===== src/rtl/plot_scheduler.sv =====
// Arbitrates three cell-fill requesters and a full-screen clear onto a single
// VGA pixel write port, emitting one registered pixel per cycle.
module plot_scheduler #(
    parameter int unsigned SCREEN_WIDTH  = 320,
    parameter int unsigned SCREEN_HEIGHT = 240,
    parameter int unsigned CELL_WIDTH    = 5
) (
    input  logic                           iClk,
    input  logic                           iReset,
    input  logic [2:0]                     iReq,
    input  logic [23:0]                    iCellX,
    input  logic [23:0]                    iCellY,
    input  logic [8:0]                     iColour,
    input  logic                           iClear,
    input  logic [2:0]                     iClearColour,
    output logic [2:0]                     oGrant,
    output logic                           oBusy,
    output logic                           oDone,
    output logic [$clog2(SCREEN_WIDTH):0]  oX_pixel,
    output logic [$clog2(SCREEN_HEIGHT):0] oY_pixel,
    output logic [2:0]                     oColour,
    output logic                           oPlot
);

    localparam int unsigned XW      = $clog2(SCREEN_WIDTH) + 1;
    localparam int unsigned YW      = $clog2(SCREEN_HEIGHT) + 1;
    localparam int unsigned DW      = $clog2(CELL_WIDTH) + 1;
    localparam int unsigned CELLS_X = SCREEN_WIDTH / CELL_WIDTH;
    localparam int unsigned CELLS_Y = SCREEN_HEIGHT / CELL_WIDTH;

    localparam logic [XW-1:0] X_LAST = XW'(SCREEN_WIDTH - 1);
    localparam logic [YW-1:0] Y_LAST = YW'(SCREEN_HEIGHT - 1);
    localparam logic [DW-1:0] D_LAST = DW'(CELL_WIDTH - 1);

    typedef enum logic [1:0] {StIdle, StFill, StClear} state_e;

    state_e        state_q, state_d;
    logic [1:0]    rr_q, rr_d;
    logic          pend_q, pend_d;
    logic [2:0]    colour_q, colour_d;
    logic [XW-1:0] x_q, x_d, base_x_q, base_x_d;
    logic [YW-1:0] y_q, y_d;
    logic [DW-1:0] dx_q, dx_d, dy_q, dy_d;
    logic          plot_q, plot_d, done_q, done_d;

    logic [2:0]    grant;
    logic [1:0]    sel, cand;
    logic          sel_valid;
    logic [7:0]    sel_cx, sel_cy;
    logic [2:0]    sel_col;
    logic          sel_in_range;
    logic          clear_now;

    // Round-robin search starting at the requester after the last one granted.
    always_comb begin
        sel       = 2'd0;
        sel_valid = 1'b0;
        cand      = 2'd0;
        for (int k = 0; k < 3; k++) begin
            cand = 2'((int'(rr_q) + k) % 3);
            if (!sel_valid && iReq[cand]) begin
                sel_valid = 1'b1;
                sel       = cand;
            end
        end
    end

    assign sel_cx       = iCellX[8*sel +: 8];
    assign sel_cy       = iCellY[8*sel +: 8];
    assign sel_col      = iColour[3*sel +: 3];
    assign sel_in_range = (32'(sel_cx) < CELLS_X) && (32'(sel_cy) < CELLS_Y);
    // A clear arriving this very cycle already outranks any requester.
    assign clear_now    = pend_q | iClear;

    always_comb begin
        state_d  = state_q;
        rr_d     = rr_q;
        pend_d   = pend_q | iClear;
        colour_d = colour_q;
        x_d      = x_q;
        y_d      = y_q;
        base_x_d = base_x_q;
        dx_d     = dx_q;
        dy_d     = dy_q;
        plot_d   = 1'b0;
        grant    = 3'b000;
        unique case (state_q)
            StIdle: begin
                if (clear_now) begin
                    state_d  = StClear;
                    pend_d   = 1'b0;
                    colour_d = iClearColour;
                    x_d      = '0;
                    y_d      = '0;
                    plot_d   = 1'b1;
                end else if (sel_valid) begin
                    grant[sel] = 1'b1;
                    rr_d       = (sel == 2'd2) ? 2'd0 : sel + 2'd1;
                    if (sel_in_range) begin
                        state_d  = StFill;
                        colour_d = sel_col;
                        base_x_d = XW'(32'(sel_cx) * CELL_WIDTH);
                        x_d      = base_x_d;
                        y_d      = YW'(32'(sel_cy) * CELL_WIDTH);
                        dx_d     = '0;
                        dy_d     = '0;
                        plot_d   = 1'b1;
                    end
                end
            end
            StFill: begin
                if (dx_q != D_LAST) begin
                    dx_d   = dx_q + 1'b1;
                    x_d    = x_q + 1'b1;
                    plot_d = 1'b1;
                end else if (dy_q != D_LAST) begin
                    dx_d   = '0;
                    dy_d   = dy_q + 1'b1;
                    x_d    = base_x_q;
                    y_d    = y_q + 1'b1;
                    plot_d = 1'b1;
                end else begin
                    state_d = StIdle;
                end
            end
            StClear: begin
                if (x_q != X_LAST) begin
                    x_d    = x_q + 1'b1;
                    plot_d = 1'b1;
                end else if (y_q != Y_LAST) begin
                    x_d    = '0;
                    y_d    = y_q + 1'b1;
                    plot_d = 1'b1;
                end else begin
                    state_d = StIdle;
                end
            end
            default: state_d = StIdle;
        endcase
        // Done rides along with whichever pixel is the final one of the operation.
        done_d = plot_d &&
                 (((state_d == StFill) && (dx_d == D_LAST) && (dy_d == D_LAST)) ||
                  ((state_d == StClear) && (x_d == X_LAST) && (y_d == Y_LAST)));
    end

    always_ff @(posedge iClk or posedge iReset) begin
        if (iReset) begin
            state_q  <= StIdle;
            rr_q     <= 2'd0;
            pend_q   <= 1'b0;
            colour_q <= '0;
            x_q      <= '0;
            y_q      <= '0;
            base_x_q <= '0;
            dx_q     <= '0;
            dy_q     <= '0;
            plot_q   <= 1'b0;
            done_q   <= 1'b0;
        end else begin
            state_q  <= state_d;
            rr_q     <= rr_d;
            pend_q   <= pend_d;
            colour_q <= colour_d;
            x_q      <= x_d;
            y_q      <= y_d;
            base_x_q <= base_x_d;
            dx_q     <= dx_d;
            dy_q     <= dy_d;
            plot_q   <= plot_d;
            done_q   <= done_d;
        end
    end

    assign oGrant   = iReset ? 3'b000 : grant;
    assign oBusy    = (state_q != StIdle);
    assign oDone    = done_q;
    assign oX_pixel = x_q;
    assign oY_pixel = y_q;
    assign oColour  = colour_q;
    assign oPlot    = plot_q;

endmodule


===== config.mk =====
export PLATFORM = sky130hd
export DESIGN_NAME = plot_scheduler
export DESIGN_NICKNAME = d
export VERILOG_FILES = /design/src/rtl/plot_scheduler.sv
export SDC_FILE = /design/constraint.sdc
export NUM_CORES = 1
export LEC_CHECK = 0
export BUFFER_PORTS_ARGS = -buffer_cell sky130_fd_sc_hd__buf_2
export CORE_MARGIN = 2
export CORE_UTILIZATION = 44
export DETAILED_ROUTE_END_ITERATION = 7
export PLACE_DENSITY_LB_ADDON = 0.15
export SYNTH_ARGS = -nofsm -noshare
export SYNTH_HDL_FRONTEND = slang
export SYNTH_SLANG_ARGS = --single-unit

===== constraint.sdc =====
create_clock -name iClk -period 6.4 [get_ports iClk]
set_input_delay 0.64 -clock iClk [delete_from_list [all_inputs] [get_ports iClk]]
set_output_delay 0.64 -clock iClk [all_outputs]
set_load 0.02 [all_outputs]

==> flow_metrics.env, run 1 <==
export IMPL_outcome="finished, final reports clean"
export IMPL_cp_start_kind="flip-flop"
export IMPL_min_from="base_x_q[9]"
export IMPL_routed_wl_mm=16.7
export IMPL_die_w_um=110
export IMPL_synth_edf_count=0
export IMPL_setup_viol=0
export IMPL_async_reset_ff_frac=1.00
export IMPL_synth_distinct_cells=82
export IMPL_wl_per_cell_um=19.9
export IMPL_power_density_mw_per_mm2=496
export IMPL_cts_sinks=47
export IMPL_relSlewSlack=0.231
export IMPL_worst_ir_drop_vdd_mv=0.214
export IMPL_rsz0062_at_grt="false"
export IMPL_tightest_slew_ps=1150
export IMPL_rows=38
export IMPL_overflow=0
export IMPL_cts_tree="yes"
export IMPL_ys_seq_area_frac=0.239
export IMPL_grt_pass1_wl_mm=27.3
export IMPL_final_core_util=0.512
export IMPL_routed_via_density=6.39
export IMPL_drt_pass1_iterations=6
export IMPL_start_util=0.453
export IMPL_worstSkewPairLatency_ps=330
export IMPL_crit_start="rr_q[1]"
export IMPL_syn_inst=631
export IMPL_synth_area_mm2=0.00493
export IMPL_avgSynthCellArea_um2=7.81
export IMPL_syn_to_final_growth_pct=13.0
export IMPL_coreArea_mm2=0.0109
export IMPL_mappedNetlistNets=732
export IMPL_grtUsageTotal=0.291
export IMPL_tns_ps=0
export IMPL_postCtsSetupBuffers=0
export IMPL_hold_viol=0
export IMPL_fmax_mhz=169
export IMPL_n_antenna_cell=0
export IMPL_ys_seq_elements=47
export IMPL_worstPathMaxFanout=18
export IMPL_clk_path_buf_depth=2
export IMPL_hold_path_class="reg -> reg"
export IMPL_p_leak_uw=0.00263
export IMPL_dieHeight_um=110
export IMPL_drc=0
export IMPL_nNetsFinal=802
export IMPL_synth_main_ff_cell="dfrtp_1"
export IMPL_path_clk_slew_ps=110
export IMPL_fillers=1087
export IMPL_grt_max_degree=50
export IMPL_place_area_mm2=0.00546
export IMPL_dpl_hpwl_mm=12.9
export IMPL_ios=94
export IMPL_first_iter_violations=502
export IMPL_finalCritPeriodShare=0.922
export IMPL_clock_skew_ps=5.07
export IMPL_p_total_uw=2760
export IMPL_crit_path_end_kind="flip-flop"
export IMPL_path_class="reg -> reg"
export IMPL_h_tree_depth=2
export IMPL_ant_nets=0
export IMPL_cp_required_ps=6620
export IMPL_slew_violations=0
export IMPL_cp_arrival_ps=6130
export IMPL_dieArea_mm2=0.0121
export IMPL_cap_violations=0
export IMPL_grt_pass1_vias=5194
export IMPL_r2r_start="rr_q[1]"
export IMPL_ctsRootBufferMaster="clkbuf_8"
export IMPL_cts_made_buffers=5
export IMPL_stdcell_area_mm2=0.00557
export IMPL_layout_min_cycle_time_ps=5900
export IMPL_gp_congestion=0.925
export IMPL_drive_gt1_frac=0.189
export IMPL_setup_slack_ps=496
export IMPL_ctsResizeCount=0
export IMPL_place_ws_ps=602
export IMPL_numPortBuffers=93
export IMPL_grt_antenna_before_repair=0
export IMPL_holdBufCountCts=0
export IMPL_vias=5382
export IMPL_yosysWarnings=0
==> critical path: stages (launching register included) <==
cell      delay [ps]
dfrtp_1          420
inv_1            110
ha_1             420
mux2i_1          400
mux2i_4          240
a211oi_1         340
or2_1            700
and2_1           470
nand2_1           90
o21ai_0          130
ha_1             290
ha_1             230
fa_1             400
a21oi_1          160
nor2_1            50
nor2_1           160
o21bai_1          80
a21oi_1          190
xor2_1           260
a221o_1          210
and4b_1          200
a31o_1           230
==> report_power, final <==
part	total [µW]	switching, µW	internal (µW)
sequential	458	95.5	363
combinational	2060	1240	815
clock	247	129	118
total	2760	1470	1300
==> placed cells by master (no fill, tap or decap), types with 4 or more instances in the layout <==
cell and n:
ha_1 33, nand4b_1 5, and4_1 5, nor2_2 4, nand3_1 17, o22ai_1 6
clkbuf_8 5, xnor2_1 10, a22o_1 4, mux2i_1 16, dfrtp_1 47, nand4_1 8
nor3_1 9, mux2_2 4, nor2_1 41, a21o_1 9, o32ai_1 4, nor4_1 7
buf_4 7, and3_1 7, and2_1 5, o21bai_1 4, a21oi_1 45, nand3b_1 5
a221oi_1 4, o221ai_1 6, buf_2 93, nand2_1 90, o31ai_1 4, a211oi_1 6
inv_1 28, xor2_1 6, a31oi_1 9, o21a_1 4, a221o_1 11, nand2b_1 4
o21ai_0 61
==> metal layers <==
layer / up-vias / wire length (µm) / track usage
met5: - / 0 / 0
met4: 0 / 605 / 0.121
met3: 47 / 1510 / 0.0462
met2: 293 / 7580 / 0.470
met1: 2541 / 7030 / 0.384
li1: 2501 / - / -
==> synthesized netlist by cell type, types with 5 or more instances <==
library cell	n	area, µm²
xor2_1	6	52.6
buf_2	8	40.0
nand4_1	8	50.1
dfrtp_1	47	1180
nor3_1	9	45.0
clkbuf_1	22	82.6
and2_1	5	31.3
nand3b_1	5	37.5
a31oi_1	9	56.3
nor4_1	7	43.8
and3_1	7	43.8
nand4b_1	5	43.8
a21oi_1	45	225
a211oi_1	6	45.0
inv_1	29	109
nand2_1	90	338
nand3_1	17	85.1
and4_1	5	43.8
o221ai_1	6	52.6
a21o_1	9	67.6
xnor2_1	10	87.6
mux2i_1	16	160
ha_1	33	413
a221o_1	11	110
o22ai_1	6	37.5
o21ai_0	61	305
nor2_1	41	154
==> metrics by stage <==
stage               instances  hold slack (ps)
finish                    842              485
global route              842              517
CTS                       842              490
detailed placement        834              463
global placement          834              463
floorplan                 631              433
==> path summary, 6_finish.rpt <==
path                          endpoint  slack, ps  depth (start not counted)
hold / removal             base_x_q[9]        490                          2
hold reg to reg            base_x_q[9]        490                          2
setup / recovery                 oDone        500                         21
max in group asynchronous  oX_pixel[4]       5140                          2
min in group asynchronous      rr_q[1]        580                          2
setup reg to reg                 oDone        500                         21
==> logic make-up (layout without fill, tap and decap cells) <==
family / Yosys count / in the layout / synth area share
XOR/XNOR: 16 / 16 / 0.0284
adder cells (fa/ha/maj): 35 / 35 / 0.0919
multiplexers: 21 / 21 / 0.0462
buffers and inverters: 67 / 138 / 0.0569
AO/OA/AOI/OAI: 216 / 216 / 0.299
flip-flops: 47 / 47 / 0.239
AND/OR/NAND/NOR: 229 / 229 / 0.239
==> layout make-up <==
cell class                 count  area, µm²  share of cell area
sequential                    47       1180               0.211
clock inverter                 3       46.3             0.00831
multi-input combinational    517       3470               0.624
timing repair buffer         100        518              0.0930
clock buffer                   5       68.8              0.0124
tap                          140        175              0.0314
inverter                      30        113              0.0202
==> flip-flops by register name (all words and copies together) (netlist names) <==
register  flops
pend_q        1
oY_pixel      9
oPlot         1
state_q       2
base_x_q     10
dx_q          4
oDone         1
oX_pixel     10
rr_q          2
oColour       3
dy_q          4
Power figures use the tool's default switching activity.
==> inputs of run 2 (changes only) <==
- CORE_UTILIZATION: 44 -> 57
- REMOVE_ABC_BUFFERS: default -> 1
==> flow_metrics.env, run 2 (synthesis results as in run 1) <==
export IMPL_rows=33
export IMPL_dieHeight_um=97
export IMPL_place_inst=799
export IMPL_gp_congestion=1.02
export IMPL_syn_to_final_growth_pct=11.9
export IMPL_hold_depth=2
export IMPL_regToRegSetupSlack_ps=630
export IMPL_drc=0
export IMPL_die_w_um=97
export IMPL_start_util=0.594
export IMPL_tightest_slew_ps=1010
export IMPL_vias=5422
export IMPL_holdPathEnd="base_x_q[3]"
export IMPL_cp_arrival_ps=5970
export IMPL_dieArea_mm2=0.00941
export IMPL_slew_violations=0
export IMPL_r2r_start="rr_q[0]"
export IMPL_cp_top_family="compound AO/OA/AOI/OAI gates"
export IMPL_first_iter_violations=592
export IMPL_wl_met3_mm=1.54
export IMPL_coreArea_mm2=0.00830
export IMPL_path_buf_inv=3
export IMPL_drive_gt1_frac=0.189
export IMPL_cts_tree="yes"
export IMPL_setup_viol=0
export IMPL_worstPathMaxFanout=11
export IMPL_ant_nets=0
export IMPL_clk_path_buf_depth=2
export IMPL_hold_path_class="reg -> reg"
export IMPL_n_antenna_cell=0
export IMPL_hold_viol=0
export IMPL_grt_pass1_wl_mm=24.8
export IMPL_reg2regPathDepth=22
export IMPL_crit_path_end_kind="flip-flop"
export IMPL_routed_wl_mm=15.3
export IMPL_numPortBuffers=93
export IMPL_nNetsFinal=802
export IMPL_h_tree_depth=2
export IMPL_dpl_hpwl_mm=11.4
export IMPL_holdWs_ps=476
export IMPL_crit_path_frequent_cell="ha_1"
export IMPL_grt_max_degree=50
export IMPL_ctsRootBufferMaster="clkbuf_8"
export IMPL_layout_commonest_cell="buf_2"
export IMPL_top_layer="met4"
export IMPL_ios=94
export IMPL_outcome="finished, final reports clean"
export IMPL_clock_skew_ps=10.8
export IMPL_wl_per_cell_um=18.9
export IMPL_cp_start_kind="flip-flop"
export IMPL_ctsResizeCount=0
export IMPL_min_from="base_x_q[3]"
export IMPL_holdBufCountCts=0
export IMPL_overflow=0
export IMPL_finalCritPeriodShare=0.902
export IMPL_final_cell_mix="buf_2, nand2_1, o21ai_0"
export IMPL_power_density_mw_per_mm2=499
export IMPL_slowest_delay_ps=490
export IMPL_final_cells=807
export IMPL_grt_pass1_vias=4974
export IMPL_grt_antenna_before_repair=0
export IMPL_routed_via_density=6.72
export IMPL_crit_path_cell_trace="inv_1 -> ha_1 -> mux2i_1 -> o22a_1 -> a211oi_1 -> or2_1 -> buf_4 -> mux2i_1 -> a2bb2oi_1 -> inv_1 -> ha_1 -> ha_1 -> fa_1 -> a21oi_1 -> nor2_1 -> nor2_1 -> o21bai_1 -> a21oi_1 -> xor2_1 -> a221o_1 -> and4b_1 -> a31o_1"
export IMPL_layout_min_cycle_time_ps=5770
export IMPL_cp_required_ps=6600
export IMPL_met2_wirelength_mm=6.90
export IMPL_relSlewSlack=0.326
export IMPL_worstSkewPairLatency_ps=300
export IMPL_worst_ir_drop_vdd_mv=0.497
export IMPL_grtUsageTotal=0.318
export IMPL_r2r_end="oDone"
export IMPL_fmax_mhz=173
export IMPL_path_class="reg -> reg"
export IMPL_path_clk_slew_ps=90
export IMPL_p_leak_uw=0.00262
export IMPL_cts_sinks=47
export IMPL_cp_slowest_cell="ha_1"
export IMPL_rsz0062_at_grt="false"
export IMPL_cap_violations=0
export IMPL_tns_ps=0
export IMPL_drt_pass1_iterations=6
export IMPL_met1_length_mm=6.36
export IMPL_postCtsSetupBuffers=0
export IMPL_cts_made_buffers=5
## run 2: changes by cell type in the layout (fill, tap and decap cells not counted)
| cell | delta |
|---|---|
| inv_6 | -1 |
| clkbuf_8 | +2 |
| bufinv_16 | -1 |
## run 2: worst max-delay path by stage
stage                  from    end  slack [ps]  depth (start not counted)
finish              rr_q[0]  oDone         630                         22
global route        rr_q[1]  oDone         310                         22
CTS                 rr_q[1]  oDone         730                         22
detailed placement  rr_q[0]  oDone         730                         22
global placement    rr_q[1]  oDone        1080                         22
floorplan           rr_q[0]  oDone        1390                         21
## run 2: area by class of cell
type	instances	area, µm²
inverter	30	113
sequential	47	1180
clock inverter	1	7.51
multi-input combinational	517	3470
timing repair buffer	100	518
clock buffer	7	96.3
fill	733	2780
tap	105	131
## run 2: power by group
group          switching [µW]  total [µW]  internal [µW]
Combinational            1280        2090            809
Sequential               93.8         456            363
Clock                     103         202           98.4
## run 2: per-layer routing
metal / vias up / track usage
li1: 2493 / -
met1: 2533 / 0.434
met2: 344 / 0.518
met3: 52 / 0.0441
met4: 0 / 0.107
met5: - / 0
## run 2: through the flow
step           utilization  setup slack, ps  total power, µW  instance area (µm²)
6_report             0.665              627             2750                 5520
5_1_grt              0.665              309             2990                 5520
4_1_cts              0.665              727             2720                 5520
3_5_place_dp         0.652              729             2500                 5410
3_3_place_gp         0.652             1080             2440                 5410
2_1_floorplan            -             1390             1950                 4760
## run 2: tightest hold or removal path, cell delays in order, from the launching register on
cell and delay [ps]:
dfrtp_1 350, nand2_1 50, nand2_1 50
==> inputs of run 3 (changes only) <==
- CELL_PAD_IN_SITES_DETAIL_PLACEMENT: default -> 2
- CELL_PAD_IN_SITES_GLOBAL_PLACEMENT: default -> 2
- CORE_UTILIZATION: 57 -> 33
==> flow_metrics.env, run 3 (synthesis results as in run 1) <==
export IMPL_h_tree_depth=2
export IMPL_clock_skew_ps=5.67
export IMPL_path_class="reg -> reg"
export IMPL_first_iter_violations=271
export IMPL_tns_ps=0
export IMPL_coreArea_mm2=0.0146
export IMPL_worstPathMaxFanout=18
export IMPL_rsz0062_at_grt="false"
export IMPL_final_cell_mix="buf_2, nand2_1, o21ai_0"
export IMPL_drive_gt1_frac=0.193
export IMPL_dpl_hpwl_mm=15.7
export IMPL_reg2regPathDepth=21
export IMPL_grt_antenna_before_repair=0
export IMPL_postCtsSetupBuffers=0
export IMPL_relSlewSlack=0.180
export IMPL_cap_violations=0
export IMPL_grtUsageTotal=0.256
export IMPL_routed_wl_mm=20.3
export IMPL_min_from="base_x_q[0]"
export IMPL_finalCritPeriodShare=0.935
export IMPL_rows=44
export IMPL_worstSkewPairLatency_ps=310
export IMPL_holdWs_ps=470
export IMPL_r2r_start="rr_q[1]"
export IMPL_layout_min_cycle_time_ps=5980
export IMPL_fmax_mhz=167
export IMPL_hold_depth=2
export IMPL_hold_path_class="reg -> reg"
export IMPL_hold_viol=0
export IMPL_nNetsFinal=805
export IMPL_path_clk_slew_ps=70
export IMPL_overflow=0
export IMPL_crit_start="rr_q[1]"
export IMPL_setup_viol=0
export IMPL_slew_violations=0
export IMPL_cp_start_kind="flip-flop"
export IMPL_layout_commonest_cell="buf_2"
export IMPL_numPortBuffers=93
export IMPL_n_antenna_cell=0
export IMPL_grt_pass1_wl_mm=32.4
export IMPL_routed_via_density=5.99
export IMPL_start_util=0.338
export IMPL_crit_end="oDone"
export IMPL_regToRegSetupSlack_ps=420
export IMPL_ios=94
export IMPL_tightest_slew_ps=1220
export IMPL_clk_path_buf_depth=2
export IMPL_grt_pass1_vias=5695
export IMPL_cp_arrival_ps=6180
export IMPL_ctsRootBufferMaster="clkbuf_16"
export IMPL_grt_max_degree=50
export IMPL_cts_sinks=47
export IMPL_cp_required_ps=6600
export IMPL_ant_nets=0
export IMPL_drc=0
export IMPL_outcome="finished, final reports clean"
export IMPL_drt_pass1_iterations=4
export IMPL_crit_path_end_kind="flip-flop"
export IMPL_wl_per_cell_um=22.9
export IMPL_dieArea_mm2=0.0159
export IMPL_p_leak_uw=0.00268
export IMPL_r2r_end="oDone"
export IMPL_worst_ir_drop_vdd_mv=0.220
export IMPL_gp_congestion=0.877
export IMPL_dieHeight_um=126
export IMPL_cts_made_buffers=5
export IMPL_syn_to_final_growth_pct=16.1
export IMPL_die_w_um=126
export IMPL_power_density_mw_per_mm2=523
export IMPL_vias=5327
export IMPL_cts_tree="yes"
## run 3: cell count changes in the layout (fill, tap and decap cells not counted), moves of 2 or more
| cell | delta |
|---|---|
| clkbuf_8 | -7 |
| clkbuf_16 | +5 |
| buf_4 | +3 |
| bufinv_16 | +2 |
## run 3: how the worst min path moves through the flow
stage | to
after detailed placement | base_x_q[0]
after global placement | base_x_q[0]
after CTS | base_x_q[0]
final | base_x_q[0]
after global routing | base_x_q[0]
after floorplan | base_x_q[3]
## run 3: timing repair
action | in CTS | in global routing
hold buffers | 0 | 0
gates resized for setup | 0 | 1
setup endpoints to repair | 0 | 1
## run 3: routing by layer
metal / track usage / part of all wire / up-vias
met5: 0 / 0 / -
met4: 0.0724 / 0.020 / 0
met3: 0.0302 / 0.046 / 24
met2: 0.437 / 0.49 / 139
met1: 0.342 / 0.45 / 2668
li1: - / - / 2496
## run 3: worst max-delay path: stages (launching register included)
cell	delay [ps]
dfrtp_1	410
inv_1	110
ha_1	450
mux2i_1	370
mux2i_4	230
a211oi_1	370
or2_1	600
and2_1	520
nand2_1	100
o21ai_0	140
ha_1	310
ha_1	240
fa_1	420
a21oi_1	170
nor2_1	50
nor2_1	170
o21bai_1	90
a21oi_1	180
xor2_1	290
a221o_1	210
and4b_1	200
a31o_1	210
## run 3: report_power, final
part | total [µW] | internal, µW | switching (µW)
sequential | 465 | 363 | 102
combinational | 2170 | 832 | 1330
clock | 360 | 225 | 135
## run 3: cell type report
cell class,count,area [µm²]
sequential,47,1180
inverter,30,113
multi-input combinational,517,3470
timing repair buffer,103,541
tap,184,230
fill,1685,8870
clock inverter,2,60.1
clock buffer,6,129
## run 3: metrics by stage
step | worst slack (ps) | cells | power, µW | util | area, µm²
3_5_place_dp | 396 | 881 | 2620 | 0.379 | 5530
4_1_cts | 389 | 889 | 3010 | 0.392 | 5720
2_1_floorplan | 1390 | 594 | 1950 | - | 4760
6_report | 416 | 889 | 2990 | 0.392 | 5720
5_1_grt | 32.9 | 889 | 3270 | 0.392 | 5720
3_3_place_gp | 819 | 881 | 2520 | 0.379 | 5530
